===== config.mk =====
export PLATFORM = sky130hd
export DESIGN_NAME = icache_tag_ctrl_flat
export DESIGN_NICKNAME = d
export VERILOG_FILES = /design/src/rtl/icache_tag_ctrl_pkg.sv /design/src/rtl/icache_tag_ctrl_if.sv /design/src/rtl/icache_tag_ctrl.sv /design/src/flat_wrapper.sv
export SDC_FILE = /design/constraint.sdc
export NUM_CORES = 1
export LEC_CHECK = 0
export CORE_MARGIN = 2
export CORE_UTILIZATION = 31
export DETAILED_ROUTE_END_ITERATION = 7
export GPL_TIMING_DRIVEN = 0
export PLACE_DENSITY = 0.82
export SYNTH_ARGS = -nofsm -noshare
export SYNTH_HDL_FRONTEND = slang
export SYNTH_SLANG_ARGS = --single-unit

===== constraint.sdc =====
create_clock -name clk -period 3.1 [get_ports clk]
set_input_delay 0.62 -clock clk [delete_from_list [all_inputs] [get_ports clk]]
set_output_delay 0.62 -clock clk [all_outputs]
set_load 0.005 [all_outputs]

===== src/rtl/icache_tag_ctrl_pkg.sv =====
// Shared widths, cache-op encodings and controller state encoding for the
// instruction-cache tag controller.
package icache_tag_ctrl_pkg;

  localparam int TAG_W   = 20;
  localparam int IDX_W   = 7;
  localparam int ENTRY_W = 21;

  typedef enum logic [1:0] {
    CACOP_IDX_INV = 2'b00,
    CACOP_HIT_INV = 2'b01,
    CACOP_RSVD0   = 2'b10,
    CACOP_RSVD1   = 2'b11
  } cacop_op_e;

  typedef enum logic [1:0] {
    ST_IDLE    = 2'd0,
    ST_HIT_RD  = 2'd1,
    ST_HIT_CMP = 2'd2,
    ST_HIT_WR  = 2'd3
  } state_e;

  // A freshly installed tag is always valid.
  function automatic logic [ENTRY_W-1:0] make_entry(input logic [TAG_W-1:0] tag);
    return {1'b1, tag};
  endfunction

endpackage


===== src/rtl/icache_tag_ctrl_if.sv =====
// Request/ack and tag-RAM signals of the tag controller; the controller
// takes the slave view, the requesters and RAM side take the master view.
interface icache_tag_ctrl_if;
  import icache_tag_ctrl_pkg::*;

  logic [IDX_W-1:0]   fetch_index1;
  logic [IDX_W-1:0]   fetch_index2;

  logic               refill_req1;
  logic               refill_req2;
  logic [IDX_W-1:0]   refill_index1;
  logic [IDX_W-1:0]   refill_index2;
  logic [TAG_W-1:0]   refill_tag1;
  logic [TAG_W-1:0]   refill_tag2;
  logic               refill_ack1;
  logic               refill_ack2;

  logic               cacop_req;
  logic [1:0]         cacop_op;
  logic [IDX_W-1:0]   cacop_idx;
  logic [TAG_W-1:0]   cacop_tag;
  logic               cacop_ack;
  logic               cacop_done;

  logic               fetch_stall;
  logic               busy;

  logic               ram_we1;
  logic               ram_we2;
  logic               ram_flush;
  logic [IDX_W-1:0]   ram_index1;
  logic [IDX_W-1:0]   ram_index2;
  logic [IDX_W-1:0]   ram_cacop_index;
  logic [ENTRY_W-1:0] ram_data_in;
  logic [ENTRY_W-1:0] ram_out1;
  logic [ENTRY_W-1:0] ram_out2;

  modport master (
    output fetch_index1, fetch_index2,
    output refill_req1, refill_req2, refill_index1, refill_index2,
    output refill_tag1, refill_tag2,
    input  refill_ack1, refill_ack2,
    output cacop_req, cacop_op, cacop_idx, cacop_tag,
    input  cacop_ack, cacop_done,
    input  fetch_stall, busy,
    input  ram_we1, ram_we2, ram_flush,
    input  ram_index1, ram_index2, ram_cacop_index, ram_data_in,
    output ram_out1, ram_out2
  );

  modport slave (
    input  fetch_index1, fetch_index2,
    input  refill_req1, refill_req2, refill_index1, refill_index2,
    input  refill_tag1, refill_tag2,
    output refill_ack1, refill_ack2,
    input  cacop_req, cacop_op, cacop_idx, cacop_tag,
    output cacop_ack, cacop_done,
    output fetch_stall, busy,
    output ram_we1, ram_we2, ram_flush,
    output ram_index1, ram_index2, ram_cacop_index, ram_data_in,
    input  ram_out1, ram_out2
  );

endinterface


===== src/rtl/icache_tag_ctrl.sv =====
// Tag-RAM controller: arbitrates two refill lanes and a cache-op port, and
// sequences hit-invalidate as read / compare / flush on lookup port 1.
module icache_tag_ctrl
  import icache_tag_ctrl_pkg::*;
(
  input logic              clk,
  input logic              rst,
  icache_tag_ctrl_if.slave bus
);

  state_e           state;
  state_e           state_next;
  cacop_op_e        op_q;
  logic [IDX_W-1:0] idx_q;
  logic [TAG_W-1:0] tag_q;
  logic             accept_q;
  logic             accept;
  logic             tag_hit;
  logic             unused_ram_out2;

  assign tag_hit  = bus.ram_out1[ENTRY_W-1] && (bus.ram_out1[TAG_W-1:0] == tag_q);
  assign bus.busy = (state != ST_IDLE);

  // Lane-2 read data belongs to the fetch path and is never inspected here.
  assign unused_ram_out2 = ^bus.ram_out2;

  always_ff @(posedge clk) begin
    if (rst) begin
      state    <= ST_IDLE;
      op_q     <= CACOP_IDX_INV;
      idx_q    <= '0;
      tag_q    <= '0;
      accept_q <= 1'b0;
    end else begin
      state    <= state_next;
      accept_q <= accept;
      if (accept) begin
        op_q  <= cacop_op_e'(bus.cacop_op);
        idx_q <= bus.cacop_idx;
        tag_q <= bus.cacop_tag;
      end
    end
  end

  // accept_q marks the cycle after an accept; single-cycle ops complete
  // there, and a new op is refused there so completions never overlap.
  always_comb begin
    state_next          = state;
    accept              = 1'b0;
    bus.ram_we1         = 1'b0;
    bus.ram_we2         = 1'b0;
    bus.ram_flush       = 1'b0;
    bus.ram_index1      = bus.fetch_index1;
    bus.ram_index2      = bus.fetch_index2;
    bus.ram_cacop_index = idx_q;
    bus.ram_data_in     = '0;
    bus.refill_ack1     = 1'b0;
    bus.refill_ack2     = 1'b0;
    bus.cacop_ack       = 1'b0;
    bus.cacop_done      = 1'b0;
    bus.fetch_stall     = 1'b0;

    if (!rst) begin
      case (state)
        ST_IDLE: begin
          bus.cacop_done = accept_q && (op_q != CACOP_HIT_INV);
          if (bus.refill_req1) begin
            bus.ram_we1     = 1'b1;
            bus.ram_index1  = bus.refill_index1;
            bus.ram_data_in = make_entry(bus.refill_tag1);
            bus.refill_ack1 = 1'b1;
          end else if (bus.refill_req2) begin
            bus.ram_we2     = 1'b1;
            bus.ram_index2  = bus.refill_index2;
            bus.ram_data_in = make_entry(bus.refill_tag2);
            bus.refill_ack2 = 1'b1;
          end else if (bus.cacop_req && !accept_q) begin
            accept        = 1'b1;
            bus.cacop_ack = 1'b1;
            if (cacop_op_e'(bus.cacop_op) == CACOP_HIT_INV) begin
              state_next = ST_HIT_RD;
            end else if (cacop_op_e'(bus.cacop_op) == CACOP_IDX_INV) begin
              bus.ram_flush       = 1'b1;
              bus.ram_cacop_index = bus.cacop_idx;
            end
          end
        end

        ST_HIT_RD: begin
          bus.ram_index1  = idx_q;
          bus.fetch_stall = 1'b1;
          state_next      = ST_HIT_CMP;
        end

        ST_HIT_CMP: begin
          if (tag_hit) begin
            state_next = ST_HIT_WR;
          end else begin
            bus.cacop_done = 1'b1;
            state_next     = ST_IDLE;
          end
        end

        ST_HIT_WR: begin
          bus.ram_flush       = 1'b1;
          bus.ram_cacop_index = idx_q;
          bus.cacop_done      = 1'b1;
          state_next          = ST_IDLE;
        end

        default: state_next = ST_IDLE;
      endcase
    end
  end

endmodule


===== src/flat_wrapper.sv =====
// flat-port wrapper written by rule: the top's interface ports become plain ports
module icache_tag_ctrl_flat import icache_tag_ctrl_pkg::*;
  (clk, rst, bus_fetch_index1, bus_fetch_index2, bus_refill_req1, bus_refill_req2, bus_refill_index1, bus_refill_index2, bus_refill_tag1, bus_refill_tag2, bus_refill_ack1, bus_refill_ack2, bus_cacop_req, bus_cacop_op, bus_cacop_idx, bus_cacop_tag, bus_cacop_ack, bus_cacop_done, bus_fetch_stall, bus_busy, bus_ram_we1, bus_ram_we2, bus_ram_flush, bus_ram_index1, bus_ram_index2, bus_ram_cacop_index, bus_ram_data_in, bus_ram_out1, bus_ram_out2);
  icache_tag_ctrl_if bus_i ();
  input logic clk;
  input logic rst;
  input wire logic [$bits(bus_i.fetch_index1)-1:0] bus_fetch_index1;
  input wire logic [$bits(bus_i.fetch_index2)-1:0] bus_fetch_index2;
  input wire logic [$bits(bus_i.refill_req1)-1:0] bus_refill_req1;
  input wire logic [$bits(bus_i.refill_req2)-1:0] bus_refill_req2;
  input wire logic [$bits(bus_i.refill_index1)-1:0] bus_refill_index1;
  input wire logic [$bits(bus_i.refill_index2)-1:0] bus_refill_index2;
  input wire logic [$bits(bus_i.refill_tag1)-1:0] bus_refill_tag1;
  input wire logic [$bits(bus_i.refill_tag2)-1:0] bus_refill_tag2;
  output wire logic [$bits(bus_i.refill_ack1)-1:0] bus_refill_ack1;
  output wire logic [$bits(bus_i.refill_ack2)-1:0] bus_refill_ack2;
  input wire logic [$bits(bus_i.cacop_req)-1:0] bus_cacop_req;
  input wire logic [$bits(bus_i.cacop_op)-1:0] bus_cacop_op;
  input wire logic [$bits(bus_i.cacop_idx)-1:0] bus_cacop_idx;
  input wire logic [$bits(bus_i.cacop_tag)-1:0] bus_cacop_tag;
  output wire logic [$bits(bus_i.cacop_ack)-1:0] bus_cacop_ack;
  output wire logic [$bits(bus_i.cacop_done)-1:0] bus_cacop_done;
  output wire logic [$bits(bus_i.fetch_stall)-1:0] bus_fetch_stall;
  output wire logic [$bits(bus_i.busy)-1:0] bus_busy;
  output wire logic [$bits(bus_i.ram_we1)-1:0] bus_ram_we1;
  output wire logic [$bits(bus_i.ram_we2)-1:0] bus_ram_we2;
  output wire logic [$bits(bus_i.ram_flush)-1:0] bus_ram_flush;
  output wire logic [$bits(bus_i.ram_index1)-1:0] bus_ram_index1;
  output wire logic [$bits(bus_i.ram_index2)-1:0] bus_ram_index2;
  output wire logic [$bits(bus_i.ram_cacop_index)-1:0] bus_ram_cacop_index;
  output wire logic [$bits(bus_i.ram_data_in)-1:0] bus_ram_data_in;
  input wire logic [$bits(bus_i.ram_out1)-1:0] bus_ram_out1;
  input wire logic [$bits(bus_i.ram_out2)-1:0] bus_ram_out2;
  assign bus_i.fetch_index1 = bus_fetch_index1;
  assign bus_i.fetch_index2 = bus_fetch_index2;
  assign bus_i.refill_req1 = bus_refill_req1;
  assign bus_i.refill_req2 = bus_refill_req2;
  assign bus_i.refill_index1 = bus_refill_index1;
  assign bus_i.refill_index2 = bus_refill_index2;
  assign bus_i.refill_tag1 = bus_refill_tag1;
  assign bus_i.refill_tag2 = bus_refill_tag2;
  assign bus_refill_ack1 = bus_i.refill_ack1;
  assign bus_refill_ack2 = bus_i.refill_ack2;
  assign bus_i.cacop_req = bus_cacop_req;
  assign bus_i.cacop_op = bus_cacop_op;
  assign bus_i.cacop_idx = bus_cacop_idx;
  assign bus_i.cacop_tag = bus_cacop_tag;
  assign bus_cacop_ack = bus_i.cacop_ack;
  assign bus_cacop_done = bus_i.cacop_done;
  assign bus_fetch_stall = bus_i.fetch_stall;
  assign bus_busy = bus_i.busy;
  assign bus_ram_we1 = bus_i.ram_we1;
  assign bus_ram_we2 = bus_i.ram_we2;
  assign bus_ram_flush = bus_i.ram_flush;
  assign bus_ram_index1 = bus_i.ram_index1;
  assign bus_ram_index2 = bus_i.ram_index2;
  assign bus_ram_cacop_index = bus_i.ram_cacop_index;
  assign bus_ram_data_in = bus_i.ram_data_in;
  assign bus_i.ram_out1 = bus_ram_out1;
  assign bus_i.ram_out2 = bus_ram_out2;
  icache_tag_ctrl u_core (.clk(clk), .rst(rst), .bus(bus_i));
endmodule

Word level (Yosys, flattened, before mapping) --
Index checks and enable logic that the tools add are counted.
Word-level totals: logic and storage cells 71, register bits 32
Operators by class: reductions and logical operators 8, eq/ne operators 10, multiplexer cells 48
Operators by type and width (number):
- two-way mux 7 bit | 13
- two-way mux 21 bit | 4
- two-way mux 1 bit | 22
- == test 20 bit | 1
- case mux 7 bit (2 select lines) | 1
- two-way mux 2 bit | 5
- case mux 2 bit (4 select lines) | 1
- != test 2 x 1 -> 1 bit (second input constant) | 3
- == test 2 x 1 -> 1 bit (second input constant) | 2
- == test 2 bit (second input constant) | 2
- zero test 2 bit | 2
- != test 2 bit (second input constant) | 2
- AND reduction 4 bit | 1
- logical AND 1 bit | 3
- case mux 1 bit (3 select lines) | 1
- case mux 1 bit (2 select lines) | 1
- nonzero test 2 bit | 1
- zero test 1 bit | 1

Longest topological paths before layout --
depth after elaboration 8, mapped depth 8, mapped depth without buffers 6

Worst setup path after synthesis --
No wires, ideal clock.
path type input -> output, start input rst, end output bus_ram_index2[0], buffers on the path 2, slack 761 ps, arrival time 1719 ps, cell stages on the path 5, path through buf_2 nand2b_1 nor3b_1 buf_4 mux2_2
On the way: word-level cells in the longest chain between the ends 1
RTL lines:
- start: declaration | line flat_wrapper.sv:6 | input logic rst;
- two-way mux 7 bit | line icache_tag_ctrl.sv:63 | if (!rst) begin
- end: declaration | line flat_wrapper.sv:29 | output wire logic [$bits(bus_i.ram_index2)-1:0] bus_ram_index2;
No other way between the ends.

Final worst setup path --
start input bus_refill_req2, end output bus_ram_data_in[7]
On the way: word-level cells in the longest chain between the ends 4
RTL lines:
- start: declaration | line flat_wrapper.sv:10 | input wire logic [$bits(bus_i.refill_req2)-1:0] bus_refill_req2;
- two-way mux 21 bit | line icache_tag_ctrl.sv:72 | end else if (bus.refill_req2) begin
- two-way mux 21 bit | line icache_tag_ctrl.sv:67 | if (bus.refill_req1) begin
- two-way mux 21 bit | line icache_tag_ctrl.sv:64 | case (state)
- two-way mux 21 bit | line icache_tag_ctrl.sv:63
- end: declaration | line flat_wrapper.sv:31 | output wire logic [$bits(bus_i.ram_data_in)-1:0] bus_ram_data_in;
No other way between the ends.

==> run metrics <==
commonest non-fill, non-tap cell in the layout clkdlybuf4s50_1; EDFF count, synth 0; gr ovfl total 0; clock buffer depth 2; total of max-cap violations 0; Static Leak about 1.7 nW; IO buf count 172; Die ar. 0.007430 mm²; fin cells 512; dominant synthesized flop cell dfxtp_1; max incr delay on CP approximately 0.52 ns; Peak VDD IR around 220 µV; Ys Warns 0; # nets final 583; post-synthesis sequential area ratio 30.59%; Crit path buffers/inverters 4; slowest stage cell, crit path clkdlybuf4s50_1; worst slew pin tran 0.4249 ns; Initial Util 32.43%; Post-Synthesis Cell Area ~0.0021 mm²; crit path launch bus_refill_req2; Hold WS 0.4800 ns; final setup vio count 0; Fin. Hold Viols 0; Slew headroom a little under three quarters; die width 86.20 µm; crit path cell chain clkdlybuf4s50_1, nor3b_1, buf_4, buf_4, a22o_1, clkdlybuf4s50_1; f_max roughly 330 MHz; Final ANT Viol Nets 0; largest net degree at the start of global routing 12; most frequent cells in the layout clkdlybuf4s50_1, nand2b_1, dfxtp_1; Worst EP required between 2 and 2.5 ns; number of global-route vias before repair 2440; first-pass GRT wire length 11470 µm; fraction of layout cells with a size suffix above 1 approximately an eighth; die height approximately 86 µm; routed vias/inst 4.867; Reg-to-Reg End u_core.tag_q[6]; CP Max Fanout 10; Inst Count DP 502; ys async rst share 0%; syn avg cell area 8.279 µm²; Tcrit/Tclk final 96.81%; Reg clk slew, reported paths 0.06 ns; CTS sink count 32; Syn Inst Count 253; Yosys cell types 33; wirelength, routed ~7500 µm; placement row count 29; Worst Hold Depth 2; CTS tree done; CP top delay family buffers and inverters; Final Skew 0.008292 ns; worst hold path type flop to flop; Pre-Repair DR Iteration Count 5; synthesized flop and latch total 32; total track usage 19.00%; ANT cells 0; DR vias 2492; Num CTS Buffers 5; initial antenna violation count 0; io pins 195; worst-case reg-to-reg path depth 8; Max Slew Vio Count 0; core area around 0.0065 mm²; Hold Path End u_core.op_q[1]; Crit path arrival time approximately 2.4 ns; root buffer cell clkbuf_8; hold path startpoint u_core.op_q[1]; RSZ-0062 raised after global routing false; Worst Setup End Kind output pin; PD cells 298.5 mW/mm²; fin crit period approximately 3 ns; RePlAce Congestion just over 0.7; Synthesized Nets 402; Clk Latency, worst-skew pair between 0.2 and 0.3 ns; WL/cell 14.62 µm; Initial DRC Count 90; Reg-to-Reg Start u_core.state[0]; setup_tns 0 ns; status complete, no violations; H-tree levels 2; WS Path Type input port to output pin; post-detail-place hpwl around 6100 µm; reg2reg setup slack about 1.4 ns; DRC viols 0; element type at the critical path start input port; synth-to-layout area growth 96.48%
kinds of logic (layout without fill, tap and decap cells):
logic type | after synthesis | after routing | synth area share [%]
compound gates | 63 | 63 | 21.03
xor+xnor | 20 | 20 | 8.363
fa+ha+maj | 5 | 5 | 2.987
buf+inv | 31 | 213 | 6.870
flops | 32 | 32 | 30.59
mux | 16 | 16 | 8.483
simple gates | 86 | 86 | 21.68
flip-flops by register name (all words and copies together) (netlist names):
name	count
u_core.idx_q	7
u_core.state	2
u_core.accept_q	1
u_core.tag_q	20
u_core.op_q	2
how the worst max path moves through the flow:
| stage | endpoint | depth (start not counted) |
|---|---|---|
| after floorplan | bus_ram_index2[0] | 5 |
| after global placement | bus_ram_cacop_index[2] | 6 |
| after detailed placement | bus_ram_cacop_index[2] | 6 |
| after CTS | bus_ram_cacop_index[4] | 7 |
| after global routing | bus_ram_data_in[6] | 6 |
| final | bus_ram_data_in[7] | 6 |
synthesized netlist by cell type (2+ instances only):
master,number,share of area (%)
a222oi_1,7,3.3
a22o_1,20,8.4
buf_2,7,1.7
buf_4,5,1.8
clkbuf_1,7,1.3
dfxtp_1,32,31
ha_1,5,3.0
inv_1,12,2.2
mux2_2,14,7.5
mux2i_1,2,0.96
nand2_1,29,5.2
nand2b_1,32,9.6
nand4_1,4,1.2
nor2_1,9,1.6
nor2_2,2,0.60
nor4_1,2,0.60
o21ai_0,29,6.9
o22ai_1,2,0.60
xnor2_1,13,5.4
xor2_1,7,2.9
where the power goes:
group	switching, mW	total, mW	leakage (nW)	internal (mW)
Sequential	0.0102	0.436	0.261	0.425
Clock	0.149	0.432	0.0645	0.284
Combinational	0.105	0.361	1.35	0.256
Total	0.264	1.23	1.68	0.965
final cells by class:
class                      instances  area, µm²
inverter                          12      45.04
timing repair buffer             175       1764
clock buffer                       7      96.34
tap                               77      96.34
clock inverter                     1      30.03
fill                             562       2344
buffer                            18      97.59
multi-input combinational        190       1343
sequential                        32      643.1
worst min-delay path, cell delays in order, from the launching register on:
cell	delay, ns
dfxtp_1	0.31
nand2b_1	0.06
o21ai_0	0.07
layer usage:
| metal | vias up | part of all wire [%] | GRT usage, % |
|---|---|---|---|
| li1 | 1240 | - | - |
| met1 | 1136 | 39 | 21.04 |
| met2 | 108 | 53 | 36.58 |
| met3 | 8 | 7.5 | 4.667 |
| met4 | 0 | 1.2 | 3.835 |
| met5 | - | 0 | 0 |
metrics by stage:
step	util (%)	cell area (µm²)	total power, mW	setup WS, ns
finish	63.72	4115	1.228	0.09880
CTS	63.17	4080	1.239	0.001072
detailed placement	60.58	3913	0.8049	-0.3210
global placement	60.58	3913	0.7994	-0.3107
global route	63.72	4115	1.286	0.001659
floorplan	-	2095	0.5515	0.7609
timing repair:
| action | 4_1_cts | 5_1_grt |
|---|---|---|
| endpoints found under the hold margin | 0 | 0 |
| setup buffers | 2 | 1 |
| pin swaps | 3 | 2 |
| hold buffers | 0 | 0 |
| resized for setup | 13 | 11 |
| cloned | 0 | 0 |
| endpoints found under the setup margin | 40 | 33 |
(Power assumes the default switching activity.)
